### src/rtl/riscv_fetch_pkg.sv
// rtl/riscv_fetch_pkg.sv - state encoding and shared constants for the PC fetch unit
package riscv_fetch_pkg;

  typedef logic [2:0] fetch_state_t;

  localparam fetch_state_t S_IDLE  = 3'd0;
  localparam fetch_state_t S_FETCH = 3'd1;
  localparam fetch_state_t S_HOLD  = 3'd2;
  localparam fetch_state_t S_DRAIN = 3'd3;
  localparam fetch_state_t S_TRAP  = 3'd4;

  localparam logic [31:0] NOP_INSTR            = 32'h0000_0013;
  localparam logic [31:0] DEFAULT_RESET_VECTOR = 32'h0000_0000;

endpackage

### src/rtl/pc_incrementer.sv
// rtl/pc_incrementer.sv - combinational PC+4, wraps modulo 2^WIDTH
module pc_incrementer #(
  parameter int WIDTH = 32
) (
  input  logic [WIDTH-1:0] pc_i,
  output logic [WIDTH-1:0] pc_plus4_o
);

  assign pc_plus4_o = pc_i + WIDTH'(4);

endmodule

### src/rtl/pc_fetch_unit.sv
// rtl/pc_fetch_unit.sv - PC register and req/ack instruction-fetch sequencer
// Optional misaligned-target trap: PC_MISALIGN_TRAP_EN.
module pc_fetch_unit
  import riscv_fetch_pkg::*;
#(
  parameter int                    DATA_WIDTH   = 32,
  parameter logic [DATA_WIDTH-1:0] RESET_VECTOR = DATA_WIDTH'(DEFAULT_RESET_VECTOR)
) (
  input  logic                  CLOCK_50,
  input  logic                  RESET_InLow,
  input  logic [DATA_WIDTH-1:0] PC_NextPc_InBUS,
  input  logic                  PC_Redirect_In,
  input  logic                  PC_Stall_In,
  input  logic                  IMEM_Ack_In,
  input  logic [DATA_WIDTH-1:0] IMEM_Data_InBUS,
  output logic                  IMEM_Req_Out,
  output logic [DATA_WIDTH-1:0] IMEM_Addr_OutBUS,
  output logic [DATA_WIDTH-1:0] PC_Pc_OutBUS,
  output logic [DATA_WIDTH-1:0] PC_PcPlus4_OutBUS,
  output logic [DATA_WIDTH-1:0] PC_Instr_OutBUS,
  output logic                  PC_Valid_Out,
  output logic                  PC_Misaligned_Out
);

  fetch_state_t          state_q, state_d;
  logic [DATA_WIDTH-1:0] pc_q, pc_d;
  logic [DATA_WIDTH-1:0] pc_out_q, pc_out_d;
  logic [DATA_WIDTH-1:0] instr_q, instr_d;
  logic [DATA_WIDTH-1:0] redir_q, redir_d;
  logic                  valid_q, valid_d;
  logic                  req_q, req_d;
  logic                  load_en;
  logic [DATA_WIDTH-1:0] load_val;
`ifdef PC_MISALIGN_TRAP_EN
  logic                  mis_q, mis_d;
`endif

  pc_incrementer #(.WIDTH(DATA_WIDTH)) u_pc_incrementer (
    .pc_i       (pc_q),
    .pc_plus4_o (PC_PcPlus4_OutBUS)
  );

  always_comb begin
    state_d  = state_q;
    pc_d     = pc_q;
    pc_out_d = pc_out_q;
    instr_d  = instr_q;
    redir_d  = redir_q;
    valid_d  = valid_q;
    load_en  = 1'b0;
    load_val = PC_NextPc_InBUS;
`ifdef PC_MISALIGN_TRAP_EN
    mis_d    = mis_q;
`endif

    case (state_q)
      S_IDLE: state_d = S_FETCH;

      S_FETCH: begin
        if (PC_Redirect_In) begin
          valid_d = 1'b0;
          if (IMEM_Ack_In) begin
            load_en = 1'b1;
          end else begin
            redir_d = PC_NextPc_InBUS;
            state_d = S_DRAIN;
          end
        end else if (IMEM_Ack_In) begin
          instr_d  = IMEM_Data_InBUS;
          valid_d  = 1'b1;
          pc_out_d = pc_q;
          if (PC_Stall_In) state_d = S_HOLD;
          else             load_en = 1'b1;
        end else begin
          valid_d = valid_q & PC_Stall_In;
        end
      end

      S_HOLD: begin
        if (PC_Redirect_In || !PC_Stall_In) begin
          valid_d = 1'b0;
          load_en = 1'b1;
        end
      end

      // The request already issued must complete; its data is thrown away.
      S_DRAIN: begin
        if (IMEM_Ack_In) begin
          load_en  = 1'b1;
          load_val = PC_Redirect_In ? PC_NextPc_InBUS : redir_q;
        end else if (PC_Redirect_In) begin
          redir_d = PC_NextPc_InBUS;
        end
      end

`ifdef PC_MISALIGN_TRAP_EN
      S_TRAP: ;
`endif

      default: state_d = S_IDLE;
    endcase

    if (load_en) begin
`ifdef PC_MISALIGN_TRAP_EN
      if (load_val[1:0] != 2'b00) begin
        state_d = S_TRAP;
        mis_d   = 1'b1;
        valid_d = 1'b0;
      end else begin
        pc_d    = load_val;
        state_d = S_FETCH;
      end
`else
      pc_d    = load_val & ~DATA_WIDTH'(3);
      state_d = S_FETCH;
`endif
    end
  end

  // Request is registered from the next state so it never depends combinationally on inputs.
  assign req_d = (state_d == S_FETCH) || (state_d == S_DRAIN);

  always_ff @(posedge CLOCK_50 or negedge RESET_InLow) begin
    if (!RESET_InLow) begin
      state_q  <= S_IDLE;
      pc_q     <= RESET_VECTOR;
      pc_out_q <= RESET_VECTOR;
      instr_q  <= DATA_WIDTH'(NOP_INSTR);
      redir_q  <= '0;
      valid_q  <= 1'b0;
      req_q    <= 1'b0;
`ifdef PC_MISALIGN_TRAP_EN
      mis_q    <= 1'b0;
`endif
    end else begin
      state_q  <= state_d;
      pc_q     <= pc_d;
      pc_out_q <= pc_out_d;
      instr_q  <= instr_d;
      redir_q  <= redir_d;
      valid_q  <= valid_d;
      req_q    <= req_d;
`ifdef PC_MISALIGN_TRAP_EN
      mis_q    <= mis_d;
`endif
    end
  end

  assign IMEM_Req_Out     = req_q;
  assign IMEM_Addr_OutBUS = pc_q;
  assign PC_Pc_OutBUS     = pc_out_q;
  assign PC_Instr_OutBUS  = instr_q;
  assign PC_Valid_Out     = valid_q;
`ifdef PC_MISALIGN_TRAP_EN
  assign PC_Misaligned_Out = mis_q;
`else
  assign PC_Misaligned_Out = 1'b0;
`endif

endmodule

### config.mk
export PLATFORM = sky130hd
export DESIGN_NAME = pc_fetch_unit
export DESIGN_NICKNAME = d
export VERILOG_FILES = /design/src/rtl/riscv_fetch_pkg.sv /design/src/rtl/pc_incrementer.sv /design/src/rtl/pc_fetch_unit.sv
export SDC_FILE = /design/constraint.sdc
export NUM_CORES = 1
export LEC_CHECK = 0
export ABC_AREA = 1
export BUFFER_PORTS_ARGS = -buffer_cell sky130_fd_sc_hd__buf_2
export CORE_MARGIN = 2
export CORE_UTILIZATION = 56
export DETAILED_ROUTE_END_ITERATION = 10
export GPL_TIMING_DRIVEN = 0
export PLACE_DENSITY = 0.93
export SYNTH_ARGS = -nofsm -noshare
export SYNTH_HDL_FRONTEND = slang
export SYNTH_SLANG_ARGS = --single-unit
### constraint.sdc
create_clock -name CLOCK_50 -period 2.8 [get_ports CLOCK_50]
set_clock_uncertainty 0.2 [all_clocks]
set_input_delay 0.14 -clock CLOCK_50 [delete_from_list [all_inputs] [get_ports CLOCK_50]]
set_output_delay 0.14 -clock CLOCK_50 [all_outputs]
set_load 0.01 [all_outputs]
==> results of run 1 <==
[metal layers]
layer | GRT usage (%) | wire (um)
met5 | 0 | 0
met4 | 22.0 | 1600
met3 | 11.4 | 2720
met2 | 62.5 | 11400
met1 | 43.3 | 8360
[registers in the layout, summed over array words and instances (netlist names)]
name,flops
state_q,3
IMEM_Req_Out,1
PC_Valid_Out,1
IMEM_Addr_OutBUS,30
redir_q,30
PC_Pc_OutBUS,30
PC_Instr_OutBUS,32
[worst max-delay path, cell delays in order, from the launching register on]
cell and delay, ns:
dfrtp_1 0.48, ha_1 0.27, nand3_1 0.21, nor2_1 0.33, nand3_1 0.13, xor2_1 0.22
buf_2 0.17
[how the worst max path moves through the flow]
stage / slack [ns] / depth (start not counted) / endpoint / start
finish: 0.22 / 6 / PC_PcPlus4_OutBUS[16] / IMEM_Addr_OutBUS[3]
CTS: 0.27 / 6 / PC_PcPlus4_OutBUS[16] / IMEM_Addr_OutBUS[3]
global placement: -0.23 / 1 / redir_q[5] / RESET_InLow
detailed placement: 0.76 / 6 / PC_PcPlus4_OutBUS[16] / IMEM_Addr_OutBUS[3]
global route: 0.14 / 6 / PC_PcPlus4_OutBUS[16] / IMEM_Addr_OutBUS[3]
floorplan: 1.08 / 6 / PC_PcPlus4_OutBUS[14] / IMEM_Addr_OutBUS[3]
[what timing repair did]
item,in CTS,in global routing
setup endpoints to repair,0,0
endpoints found under the hold margin,218,0
hold buffers,65,0
[cells in the final DEF (no fill, tap or decap)]
master         synthesis  layout
buf_1                  2       2
nand2_1              423     423
clkinv_4               0       3
inv_8                  0       1
dlygate4sd3_1          0      65
nand3b_1               2       2
inv_1                 58      58
buf_16                 0       1
clkinv_2               0       1
dfstp_2                3       3
buf_4                  9       9
clkbuf_16              0      17
ha_1                   1       1
o21ai_1               30      30
a21oi_1                2       2
o21ai_2                1       1
xor2_1                15      15
inv_6                  0       3
nor2_2                 3       3
o22ai_1                1       1
dfrtp_1              124     124
bufinv_16              0       3
inv_2                  5       5
clkbuf_1              20      20
clkinvlp_4             0       3
buf_6                  0       1
nand3_1              119     119
o31ai_1                1       1
conb_1                 1       8
o211ai_1              16      16
clkbuf_8               0       1
nor2_1                59      59
nand3_2                1       1
o21ai_0               34      34
buf_2                 28     216
[metrics by stage]
step / worst slack, ns / area, um^2
finish: 0.219 / 9240
global route: 0.139 / 9240
CTS: 0.273 / 9240
detailed placement: 0.755 / 7970
global placement: -0.230 / 7930
floorplan: 1.08 / 6800
[power breakdown]
| part | internal (uW) | switching [uW] | total [uW] |
|---|---|---|---|
| sequential | 2350 | 495 | 2850 |
| combinational | 820 | 1280 | 2100 |
| clock | 1440 | 908 | 2350 |
| total | 4610 | 2680 | 7290 |
[cell families (layout without fill, tap and decap cells)]
family                     after synthesis  count (layout)  share of synthesized area (%)
and+or+nand+nor                        607             607                           36.1
DFF                                    127             127                           46.9
buffers and inverters                  122             409                           7.77
AOI/OAI and AO/OA                       85              85                           6.98
xor gates and xnor gates                15              15                           1.94
adders and majority gates                1               1                          0.185
other                                    1               8                         0.0553
[layout make-up]
| type | instances | share of cell area, % |
|---|---|---|
| Sequential cell | 127 | 34.4 |
| Multi-Input combinational cell | 716 | 33.5 |
| Timing Repair Buffer | 255 | 17.6 |
| Clock buffer | 18 | 4.75 |
| Buffer | 59 | 3.14 |
| Inverter | 63 | 2.56 |
| Tap cell | 147 | 1.99 |
| Clock inverter | 14 | 1.96 |
==> qor.txt, run 1 <==
Final min period: 2.58 ns
largest area contributor in the netlist: dfrtp_1
DR vias: 7,969
num ports: 200
critical path type: reg2out
htree depth: 4
Area Growth Syn to Fin: 36.3%
gate count of the mapped netlist: 958
PD cells: 789 nW/um^2
aggregate routed wire length: 24.1 mm
flop and latch count out of synthesis: 127
worst slew pin tran: 0.535 ns
Clk pin slew, worst setup/hold paths: 0.06 ns
TritonCTS Buffers: 17
total of max-cap violations: 0
worst path required time: 2.46 ns
vias in the first global route: 7,433
clock sink count: 127
Seq/Total Area, Yosys: 46.9%
Max Clock Freq: 387 MHz
Root Buffer: clkbuf_16
Core Rows: 40
Iteration-0 DRC Markers: 1,240
# diodes: 0
total gr overflow: 0
clk_lat worst skew: 0.43 ns
most frequent cell after synthesis: nand2_1
layout net count: 1,309
crit path max fanout: 6
Ys Warns: 0
CTS tree: yes
largest net degree at the start of global routing: 77
outcome: complete, no violations
Reg area: 3180 um^2
Slew HR: 64.3%
Async SR Flop Fraction: 100%
Hold WC Path Type: in2async
Setup-failing EPs final: 0
Die ar.: 13,000 um^2
synth top area cells: dfrtp_1 46%, nand2_1 23%, nand3_1 8.8%, nor2_1 3.3%, inv_1 3.2%
EDFF count, synth: 0
first-pass GRT wire length: 37.7 mm
Commonest cells post-synth: 423 x nand2_1, 124 x dfrtp_1, 119 x nand3_1, 59 x nor2_1, 58 x inv_1
multi-input logic area: 3100 um^2
Mapped Area: 6780 um^2
postcts setup bufs: 0
Die Width: 114 um
crit start category: flip-flop
max-slew violations: 0
Core Region: 11,900 um^2
Leak: 0.00503 uW
final hold violation count: 0
final hold slack: 0.0512 ns
Initial Util: 56.9%
share of cells above drive strength 1: 21.7%
RR Startpoint: state_q[2]
post-synthesis area per instance: 7.07 um^2
Final Power: 7290 uW
most common flop cell mapped by yosys: dfrtp_1
via/cell ratio: 5.70
Reg-to-Reg End: PC_Pc_OutBUS[5]
# resized after CTS: 0
synth unique cells: 24
final std cells w/o fill: 1,399
routability congestion estimate: 0.907
reg2reg path depth: 6
antenna-violating nets left: 0
FILL cells: 781
Max Buffers Root-to-Sink: 2
top-area cell type share of the netlist area: 45.8%
PortBufs: 189
initial antenna violation count: 0
Cells after DPL: 1,302
Initial DRT Pass Iterations: 8
VDD IR max: 440 uV
Post-DP HPWL: 15.2 mm
wire per inst: 17.2 um
flop2flop setup slack: 0.75 ns
critical path arrival: 2.24 ns
unrepaired setup endpoints after global routing: no
Worst setup EP type: output port
GRT Util Overall: 37.7%
fin util: 77.6%
Die Y: 114 um
DRC errors left: 0
Final Cycle Share: 92.2%
setup TNS: 0 ns
Note: power is estimated with default switching activity, not from simulation.
==> run 2: changes to the inputs <==
--- a/config.mk
+++ b/config.mk
@@ -7,7 +7,6 @@
 export LEC_CHECK = 0
 export ABC_AREA = 1
 export BUFFER_PORTS_ARGS = -buffer_cell sky130_fd_sc_hd__buf_2
-export CORE_MARGIN = 2
 export CORE_UTILIZATION = 56
 export DETAILED_ROUTE_END_ITERATION = 10
 export GPL_TIMING_DRIVEN = 0
==> run 2 against run 1 <==
Compared with the run above:
- the run now ends with design-rule violations left
- first-iteration DRC count decreased by 37%
- worst setup slack worse by 0.049 ns
- register-to-register slack hardly changed
- largest cell class unchanged
==> qor.txt, run 2 (synthesis gave the netlist of run 1 again) <==
DRC errors left: 20
aggregate routed wire length: 23.3 mm
Iteration-0 DRC Markers: 777
cts hold-fix bufs: 67
DR vias: 7,707
commonest non-fill, non-tap cells in the layout: 423 x nand2_1, 216 x buf_2, 124 x dfrtp_1
# diodes: 0
critical path type: reg2out
antenna-violating nets left: 0
Cells after DPL: 1,298
largest net degree at the start of global routing: 92
Slew HR: 64.1%
fin util: 79.8%
total gr overflow: 0
CTS tree: yes
max FFs per register: 32
Final min period: 2.63 ns
outcome: finished, violations left
total of max-cap violations: 0
failing checks: design-rule violations
Die ar.: 12,500 um^2
vias in the first global route: 7,306
wire per inst: 16.7 um
FILL cells: 755
final std cells w/o fill: 1,397
VDD IR max: 562 uV
PortBufs: 189
post-route cell area: 9270 um^2
Max Buffers Root-to-Sink: 2
clk_lat worst skew: 0.43 ns
share of cells above drive strength 1: 21.8%
Area Growth Syn to Fin: 36.8%
htree depth: 4
Die Y: 112 um
num ports: 200
crit path max fanout: 5
post-place instance area: 7960 um^2
worst slew pin tran: 0.539 ns
Initial DRT Pass Iterations: 9
Post-DP HPWL: 15.0 mm
initial antenna violation count: 0
layout net count: 1,311
GRT Util Overall: 38.1%
Worst setup EP type: output port
Final Cycle Share: 93.9%
unrepaired setup endpoints after global routing: no
postcts setup bufs: 0
setup TNS: 0 ns
Initial Util: 58.4%
max-slew violations: 0
PD cells: 784 nW/um^2
clock sink count: 127
# resized after CTS: 0
Hold WC Path Type: in2async
via/cell ratio: 5.52
final hold violation count: 0
Leak: 0.00505 uW
most common cell after layout, fill and taps aside: nand2_1
Clk pin slew, worst setup/hold paths: 0.06 ns
TritonCTS Buffers: 17
first-pass GRT wire length: 36.7 mm
worst path required time: 2.46 ns
Max Clock Freq: 380 MHz
critical path arrival: 2.29 ns
Core Rows: 39
Root Buffer: clkbuf_16
Die Width: 112 um
Core Region: 11,600 um^2
Setup-failing EPs final: 0
routability congestion estimate: 0.931
crit start category: flip-flop
[run 2: routing by layer]
layer,share of wire [%],up-vias,track usage [%]
li1,-,3583,-
met1,36,3537,43.6
met2,49,481,66.7
met3,9.4,106,8.32
met4,4.8,0,20.8
met5,0,-,0
[run 2: stage by stage]
step | setup slack [ns] | total power, uW | hold slack, ns
3_5_place_dp | 0.648 | 4750 | -0.131
2_1_floorplan | 1.08 | 3770 | -0.356
4_1_cts | 0.176 | 7190 | 0.0349
6_report | 0.170 | 7270 | 0.0386
5_1_grt | 0.156 | 7590 | 0.0779
3_3_place_gp | -0.210 | 4660 | 0.167
[run 2: final timing paths]
kind | from | end | slack, ns | cells after the start
min in group CLOCK_50 | PC_Redirect_In | state_q[1] | 0.09 | 5
max reg2reg | state_q[2] | PC_Instr_OutBUS[23] | 0.75 | 6
max | IMEM_Addr_OutBUS[2] | PC_PcPlus4_OutBUS[16] | 0.17 | 6
min reg2reg | PC_Instr_OutBUS[2] | PC_Instr_OutBUS[2] | 0.27 | 2
min | RESET_InLow | redir_q[24] | 0.04 | 3
max in group asynchronous | RESET_InLow | IMEM_Addr_OutBUS[3] | 1.91 | 3
[run 2: area by class of cell]
type                       instances  area [um^2]  area share, %
clock inverter                    13          175           1.89
buffer                            59          290           3.13
tap                              143          179           1.93
multi-input combinational        716         3100           33.4
sequential                       127         3180           34.3
timing repair buffer             257         1660           17.9
inverter                          63          236           2.55
clock buffer                      19          453           4.89
[run 2: power breakdown]
group / leakage (uW) / switching, uW / internal (uW)
Sequential: 0.00159 / 473 / 2350
Combinational: 0.00315 / 1260 / 824
Clock: 0.000302 / 893 / 1470
[run 2: critical path: stages, from the launching register on]
cell and delay [ns]:
dfrtp_1 0.50, ha_1 0.30, nand3_1 0.20, nor2_1 0.36, nand3_1 0.17, xor2_1 0.18
buf_2 0.16
